$ cat config.mk
export PLATFORM = sky130hd
export DESIGN_NAME = mem_load_sequencer
export DESIGN_NICKNAME = d
export VERILOG_FILES = /design/src/rtl/mips_mem_pkg.sv /design/src/rtl/load_lane_extender.sv /design/src/rtl/mem_load_sequencer.sv
export SDC_FILE = /design/constraint.sdc
export NUM_CORES = 1
export LEC_CHECK = 0
export ABC_CLOCK_PERIOD_IN_PS = 1800
export CAP_MARGIN = 20
export CELL_PAD_IN_SITES_DETAIL_PLACEMENT = 0
export CELL_PAD_IN_SITES_GLOBAL_PLACEMENT = 1
export CORE_MARGIN = 4
export CORE_UTILIZATION = 30
export CTS_BUF_LIST = sky130_fd_sc_hd__clkbuf_16
export CTS_CLUSTER_SIZE = 20
export DETAILED_ROUTE_END_ITERATION = 8
export GPL_TIMING_DRIVEN = 0
export PLACE_DENSITY_LB_ADDON = 0.1
export SKIP_CTS_REPAIR_TIMING = 1
export SLEW_MARGIN = 25
export SYNTH_ARGS = -nofsm -noshare
export SYNTH_HDL_FRONTEND = slang
export SYNTH_SLANG_ARGS = --single-unit
$ cat constraint.sdc
create_clock -name clk -period 1.8 [get_ports clk]
set_input_delay 0.18 -clock clk [delete_from_list [all_inputs] [get_ports clk]]
set_output_delay 0.18 -clock clk [all_outputs]
set_load 0.1 [all_outputs]
$ cat src/rtl/mips_mem_pkg.sv
// Shared definitions for the data-memory load path: access-size encodings,
// sequencer state type and the alignment/legality rule for a load.
package mips_mem_pkg;

    localparam logic [1:0] SZ_BYTE = 2'b00;
    localparam logic [1:0] SZ_HALF = 2'b01;
    localparam logic [1:0] SZ_WORD = 2'b10;
    localparam logic [1:0] SZ_ILL  = 2'b11;

    typedef enum logic [1:0] {
        ST_IDLE = 2'd0,
        ST_REQ  = 2'd1,
        ST_DONE = 2'd2
    } state_t;

    // A load is legal when its size is defined and the address is naturally aligned.
    function automatic logic load_legal(input logic [1:0] offset, input logic [1:0] size);
        case (size)
            SZ_BYTE: return 1'b1;
            SZ_HALF: return ~offset[0];
            SZ_WORD: return (offset == 2'b00);
            default: return 1'b0;
        endcase
    endfunction

endpackage

$ cat src/rtl/load_lane_extender.sv
// Picks the byte/half lane of a little-endian memory word and sign- or
// zero-extends it to 32 bits; word loads pass straight through.
module load_lane_extender
    import mips_mem_pkg::*;
(
    input  logic [31:0] rdata,
    input  logic [1:0]  offset,
    input  logic [1:0]  size,
    input  logic        is_unsigned,
    output logic [31:0] result
);

    logic [7:0]  byte_lane;
    logic [15:0] half_lane;

    always_comb begin
        byte_lane = rdata[{offset, 3'b000} +: 8];
        half_lane = offset[1] ? rdata[31:16] : rdata[15:0];
        result    = rdata;
        case (size)
            SZ_BYTE: result = is_unsigned ? {24'd0, byte_lane} : {{24{byte_lane[7]}}, byte_lane};
            SZ_HALF: result = is_unsigned ? {16'd0, half_lane} : {{16{half_lane[15]}}, half_lane};
            default: result = rdata;
        endcase
    end

endmodule

$ cat src/rtl/mem_load_sequencer.sv
// Sequences one core load against a wait-stated data memory: word-aligned
// request, wait for ack (bounded by a timeout), then lane select and extension.
module mem_load_sequencer
    import mips_mem_pkg::*;
#(
    parameter int DATA_WIDTH     = 32,
    parameter int ADDR_WIDTH     = 32,
    parameter int TIMEOUT_CYCLES = 16
) (
    input  logic                  clk,
    input  logic                  rst,
    input  logic                  ld_valid,
    input  logic [ADDR_WIDTH-1:0] ld_addr,
    input  logic [1:0]            ld_size,
    input  logic                  ld_unsigned,
    output logic                  ld_ready,
    output logic                  stall,
    output logic                  mem_req,
    output logic [ADDR_WIDTH-1:0] mem_addr,
    input  logic                  mem_ack,
    input  logic [DATA_WIDTH-1:0] mem_rdata,
    output logic                  rd_valid,
    output logic [DATA_WIDTH-1:0] rd_data,
    output logic                  misalign,
    output logic                  timeout,
    output state_t                fsm_state
);

    // Core handshake: a load transfers on a cycle where ld_valid & ld_ready;
    // ld_valid must hold its payload until then, and ld_ready is high only in IDLE.

    localparam int CW = $clog2(TIMEOUT_CYCLES + 1);

    state_t          state;
    state_t          state_next;
    logic [CW-1:0]   wait_cnt;
    logic [CW-1:0]   cnt_inc;
    logic            limit_hit;
    logic            accept;
    logic            legal;
    logic [1:0]      lat_offset;
    logic [1:0]      lat_size;
    logic            lat_unsigned;
    logic [31:0]     ext_data;

    assign fsm_state = state;
    assign legal     = load_legal(ld_addr[1:0], ld_size);
    assign cnt_inc   = wait_cnt + 1'b1;
    assign limit_hit = (cnt_inc == CW'(TIMEOUT_CYCLES));

    load_lane_extender u_ext (
        .rdata       (mem_rdata),
        .offset      (lat_offset),
        .size        (lat_size),
        .is_unsigned (lat_unsigned),
        .result      (ext_data)
    );

    always_ff @(posedge clk) begin
        if (rst) begin
            state <= ST_IDLE;
        end else begin
            state <= state_next;
        end
    end

    always_comb begin
        state_next = state;
        ld_ready   = 1'b0;
        stall      = 1'b0;
        accept     = 1'b0;
        case (state)
            ST_IDLE: begin
                ld_ready = 1'b1;
                accept   = ld_valid;
                stall    = ld_valid & legal;
                if (ld_valid && legal) begin
                    state_next = ST_REQ;
                end
            end
            ST_REQ: begin
                stall = 1'b1;
                // Ack on the cycle the limit is reached still completes the load.
                if (mem_ack) begin
                    state_next = ST_DONE;
                end else if (limit_hit) begin
                    state_next = ST_IDLE;
                end
            end
            ST_DONE: begin
                state_next = ST_IDLE;
            end
            default: begin
                state_next = ST_IDLE;
            end
        endcase
    end

    always_ff @(posedge clk) begin
        if (rst) begin
            wait_cnt     <= '0;
            mem_req      <= 1'b0;
            mem_addr     <= '0;
            rd_valid     <= 1'b0;
            rd_data      <= '0;
            misalign     <= 1'b0;
            timeout      <= 1'b0;
            lat_offset   <= 2'b00;
            lat_size     <= SZ_BYTE;
            lat_unsigned <= 1'b0;
        end else begin
            rd_valid <= 1'b0;
            misalign <= 1'b0;
            timeout  <= 1'b0;
            case (state)
                ST_IDLE: begin
                    if (accept && legal) begin
                        lat_offset   <= ld_addr[1:0];
                        lat_size     <= ld_size;
                        lat_unsigned <= ld_unsigned;
                        mem_req      <= 1'b1;
                        mem_addr     <= {ld_addr[ADDR_WIDTH-1:2], 2'b00};
                        wait_cnt     <= '0;
                    end else if (accept) begin
                        misalign <= 1'b1;
                    end
                end
                ST_REQ: begin
                    if (mem_ack) begin
                        rd_data  <= ext_data;
                        rd_valid <= 1'b1;
                        mem_req  <= 1'b0;
                    end else if (limit_hit) begin
                        timeout  <= 1'b1;
                        mem_req  <= 1'b0;
                        wait_cnt <= '0;
                    end else begin
                        wait_cnt <= cnt_inc;
                    end
                end
                default: begin
                end
            endcase
        end
    end

endmodule

# [After elaboration in Yosys (flattened, before gate mapping)]
# Cells that the tools add are included.
[totals] ff_bits=78 latch_bits=0 mem_bits_rw=0 mem_bits_ro=0 in_bits=71 output_inout_bits=72 word_cells=64 mem_count=0
[classes] n_addsub=1 mul=0 div_mod_pow=0 n_lt_le_gt_ge=0 eq_ne=9 n_shift=1 mux=23 bitwise=4 n_reduce_logical=15
[ops] cell="two-way mux 32 bit" n=2
[ops] cell="one-hot mux 32 bit (2 select lines)" n=1
[ops] cell="variable part select 32 x 6 -> 8 bit" n=1
[ops] cell="two-way mux 16 bit" n=1
[ops] cell="two-way mux 5 bit" n=3
[ops] cell="one-hot mux 5 bit (2 select lines)" n=1
[ops] cell="logical NOT 2 bit" n=4
[ops] cell="two-way mux 1 bit" n=8
[ops] cell="== test 2 x 1 -> 1 bit, second input constant" n=3
[ops] cell="two-way mux 2 bit" n=3
[ops] cell="inequality test 2 bit, second input constant" n=3
[ops] cell="AND reduction 2 bit" n=3
[ops] cell="AND reduction 3 bit" n=2
[ops] cell="OR reduction 3 bit" n=2
[ops] cell="adder 5 x 1 -> 5 bit, second input constant" n=1
[ops] cell="== test 5 bit, second input constant" n=1
[ops] cell="one-hot mux 1 bit (2 select lines)" n=2
[ops] cell="one-hot mux 2 bit (2 select lines)" n=1
[ops] cell="inequality test 3 bit, second input constant" n=1
[ops] cell="NOT 1 bit" n=3
[ops] cell="one-hot mux 1 bit (3 select lines)" n=1
[ops] cell="== test 2 bit, second input constant" n=1
[ops] cell="logical AND 1 bit" n=2
[ops] cell="nonzero test 2 bit" n=1
[ops] cell="2 further kinds" n=2

# [Logic depth before layout (Yosys ltp)]
[depth] ltp_word=5 mapped_depth=6 depth_no_buf=5

# [Modules after synthesis]
# A second synthesis with hierarchy kept.
[unflattened] hier_cells=476 hier_area_um2=3649.8
[modules_own_cells] mod="mem_load_sequencer" instances=1 cells_per_inst=354 area_each_um2=2955.3 seq_area_each_um2=1561.5
[modules_own_cells] mod="load_lane_extender" instances=1 cells_per_inst=122 area_each_um2=694.4 seq_area_each_um2=0.0

# [Worst setup path before layout]
# Ideal clock, no wire load.
[synth_path] path_kind="reg-to-reg" start="reg state[1], in the netlist fsm_state[1]" end="reg wait_cnt[4]" setup_time_ps=132 arrival_ps=3101 t_required_ps=1668 setup_slack_ps=-1432 path_stages_with_launch=6 n_path_buf=1 synth_period_minus_slack_ps=3232 path_cell_list="dfxtp_1 -> nor2_1 -> o211ai_1 -> clkbuf_1 -> a211oi_1 -> nor3_1"
[synth_between] elab_chain_len=5 elab_cells_between_ends=9 cone_classes="3 x eq/ne; 2 x mux; 4 x reduce/logical"
[synth_lines] element="start, declared" line_no="mem_load_sequencer.sv:34" text="state_t state;"
[synth_lines] element="start signal, assigned" line_no="mem_load_sequencer.sv:63" text="state <= state_next;"
[synth_lines] element="logical NOT 2 bit" line_no="mem_load_sequencer.sv:72, mem_load_sequencer.sv:115"
[synth_lines] element="two-way mux 1 bit" line_no="mem_load_sequencer.sv:72" text="case (state)"
[synth_lines] element="logical AND 1 bit" line_no="mem_load_sequencer.sv:117" text="if (accept && legal) begin"
[synth_lines] element="inequality test 2 bit (no source line)"
[synth_lines] element="AND reduction 3 bit (no source line)"
[synth_lines] element="end signal, assigned" line_no="mem_load_sequencer.sv:138" text="wait_cnt <= cnt_inc;"
[synth_lines] element="end, declared" line_no="mem_load_sequencer.sv:36" text="logic [CW-1:0] wait_cnt;"
# Several ways; a longest one is shown, not always the timed one.
# A chain may end at the register's enable or synchronous reset.

# [Worst setup path after layout]
[layout_path] start="in ld_size[0]" end="out stall"
[layout_between] elab_chain_len=4 elab_cells_between_ends=6 cone_classes="2 x eq/ne; 2 x mux; 1 x bitwise; 1 x reduce/logical"
[layout_lines] element="start, declared" line_no="mem_load_sequencer.sv:14" text="input logic [1:0] ld_size,"
[layout_lines] element="== test 2 bit (tied with other cells)" line_no="mips_mem_pkg.sv:18" text="case (size)"
[layout_lines] element="one-hot mux 1 bit (3 select lines) (*)" line_no="mips_mem_pkg.sv:18"
[layout_lines] element="AND 1 bit (*)" line_no="mem_load_sequencer.sv:76" text="stall = ld_valid & legal;"
[layout_lines] element="one-hot mux 1 bit (2 select lines) (*)" line_no="mem_load_sequencer.sv:72"
[layout_lines] element="end, declared" line_no="mem_load_sequencer.sv:17" text="output logic stall,"
# Every way passes the cells marked *; elsewhere a longest branch is shown, timed or not.

==> impl_metrics.yaml <==
outcome:
  status: "finished clean"
clocking:
  htree_levels: 3
  cts_sinks: 78
  cts_made_buffers: 9
  clockBufferDepth: 2
  clk_latency_ns: 0.34
  cts_tree: "done"
  root_buffer: "clkbuf_16"
  clkSlewWorstSetupHoldPaths_ns: 0.06
cells_and_area:
  synthToLayoutAreaGrowth_pct: 59.9
  insertedDiodeCount: 0
  fin_nets: 652
  fillCellCount: 1119
  final_layout_size_suffix_gt1_share_pct: 12.0
routing:
  drc_errors: 0
  highest_layer: "met4"
  detail_route.first_pass.iterations: 4
  viasPerCell: 4.91
  wl_met3_um: 910
  wl_met2_um: 5620
  met1_length_um: 5360
  finalWirelength_um: 12000
  drt_iter0_drc: 156
  vias: 3555
  wl_per_cell_um: 16.6
  ant_nets: 0
timing:
  worst_pin_slew_ns: 1.00
  setup_viol: 0
  slew_violations: 0
  hold_ws_ns: 0.390
  fmax_mhz: 581
  layout_min_cycle_time_ns: 1.72
  period_share_pct: 95.6
  tns_ns: 0
  finClkSkew_ns: 0.00920
  slew_headroom_pct: 33.0
  hold_viol: 0
  rsz0062_at_grt: "false"
logic_synthesis:
  syn_avg_cell_area_sq_um: 8.07
  yosysWarnings: 0
  yosysUniqueCellTypes: 42
  yosysSeqAreaShare_pct: 45.1
  synth-edff-count: 0
  netlist_area_sq_um: 3460
  postSynthCellCount: 429
  synth.ff_latch_count: 78
  ys.flop_type: "dfxtp_1"
  async_flop_share_pct: 0
floorplan:
  die-width_um: 115
  io_pins: 143
  placeableCoreArea_sq_um: 11100
  rows: 38
  die_h_um: 115
  die_area_sq_um: 13300
  start_util_pct: 31.2
global_routing:
  antenna_found_initial: 0
  grt_pass1_wl_um: 18200
  grt_overflow: 0
  globalRouteTotalUtil_pct: 17.7
  grt_pass1_vias: 3449
  grt_max_degree: 13
pwr:
  vdd_drop_max_mv: 0.528
  p_sw_share_pct: 34.0
  powerDensity_nw_per_um2: 871
  total_power_mw: 4.82
  combPwrFrac_pct: 26.3
  p_leak_nw: 3.02
  clock_power_share_pct: 35.3
  seqPwrFrac_pct: 38.4
  p_switching_mw: 1.64
  intPower_mw: 3.18
setup_path:
  critPathMaxStageDelay_ns: 0.46
  worstPathCellList: "clkdlybuf4s50_1, nor3_2, o21ai_1, a21oi_4, buf_6"
  crit_type: "input port to output port"
  cp.required_ns: 1.62
  end_kind: "output port"
  startpoint_type: "input port"
  slowest_stage: "clkdlybuf4s50_1"
  cp_data_arrival_time_ns: 1.54
  cp_max_fo: 4
placed_design:
  hpwl_um: 8930
  routabilityCongestion: 0.861
  portBuffers: 139
job:
  cap_violations: 0
min_path:
  hp-class: "input port to register"
cell usage after synthesis, types with 7 or more instances:
master	count	area, sq um
nand2_1	113	424
dfxtp_1	78	1560
nor2_1	42	158
a21oi_1	41	205
clkbuf_1	23	86.3
a211oi_1	15	113
o21ai_0	11	55.1
a211oi_2	10	125
nand3b_1	10	75.1
nor3_1	10	50.1
mux2_2	9	101
a31oi_1	8	50.1
buf_2	8	40.0
o221a_2	7	78.8
path summary, 6_finish.rpt:
path | slack [ns] | cells after the start | to | startpoint
setup / recovery | 0.08 | 5 | stall | ld_size[0]
hold / removal | 0.39 | 3 | mem_addr[9] | ld_addr[9]
setup reg to reg | 0.16 | 6 | rd_data[22] | lat_offset[1]
hold reg to reg | 0.45 | 2 | mem_addr[10] | mem_addr[10]
stage by stage:
step | area, sq um | cells | util, % | setup slack, ns
3_5_place_dp | 5070 | 709 | 45.8 | -0.979
6_report | 5530 | 724 | 49.9 | 0.0800
4_1_cts | 5340 | 724 | 48.2 | -0.988
2_1_floorplan | 3500 | 430 | - | -0.0722
5_1_grt | 5530 | 724 | 49.9 | 0.0138
3_3_place_gp | 5070 | 709 | 45.8 | -0.974
cell families after synthesis:
family                     Yosys count  share of synthesized area (%)
and+or+nand+nor                    193                           24.2
adders and majority gates            1                          0.361
buffers and inverters               40                           5.28
AOI/OAI and AO/OA                  104                           21.2
muxes                               12                           3.80
DFF                                 78                           45.1
other                                1                          0.108
sequential cells by signal, summed over array words and instances (netlist names):
signal        flops
wait_cnt          5
rd_valid          1
lat_size          2
fsm_state         2
misalign          1
lat_offset        2
mem_req           1
timeout           1
rd_data          32
mem_addr         30
lat_unsigned      1
power by group through the flow:
stage	sequential [mW]	clock, mW	combinational (mW)
finish	1.85	1.70	1.27
global route	1.86	1.83	1.33
CTS	1.85	1.76	1.27
detailed placement	1.89	0	1.27
global placement	1.89	0	1.27
floorplan	2.40	0	0.340
layer usage:
layer | global-route usage (%) | vias up
met2 | 27.5 | 116
met5 | 0 | -
met1 | 23.7 | 1647
met4 | 5.01 | 0
li1 | - | 1781
met3 | 5.47 | 11
critical path: cells and delay by family:
kind                   cells  cell delay [ns]
AND/OR/NAND/NOR            1             0.30
buffers and inverters      2             0.70
AO/OA/AOI/OAI              2             0.36
cell type report:
type / count / area (sq um) / share of cell area [%]
multi-input cells: 312 / 1760 / 31.7
clock buffers: 10 / 250 / 4.52
inverters: 4 / 15.0 / 0.271
flip-flops and latches: 78 / 1570 / 28.4
repair buffers: 139 / 1560 / 28.2
well taps: 140 / 175 / 3.17
plain buffers: 36 / 186 / 3.37
clock inverters: 5 / 23.8 / 0.430
placed cells by master (no fill, tap or decap), types with 8 or more instances in the layout:
cell / instances
clkdlybuf4s50_1: 69
a211oi_1: 15
nand3b_1: 10
o21ai_0: 10
nor3_1: 9
clkbuf_1: 17
clkbuf_16: 10
nor2_1: 41
a31oi_1: 8
mux2_2: 9
a211oi_2: 10
dfxtp_1: 76
nand2_1: 113
a21oi_1: 38
dlymetal6s2s_1: 68
No activity file was read; power rests on OpenSTA's default activity.
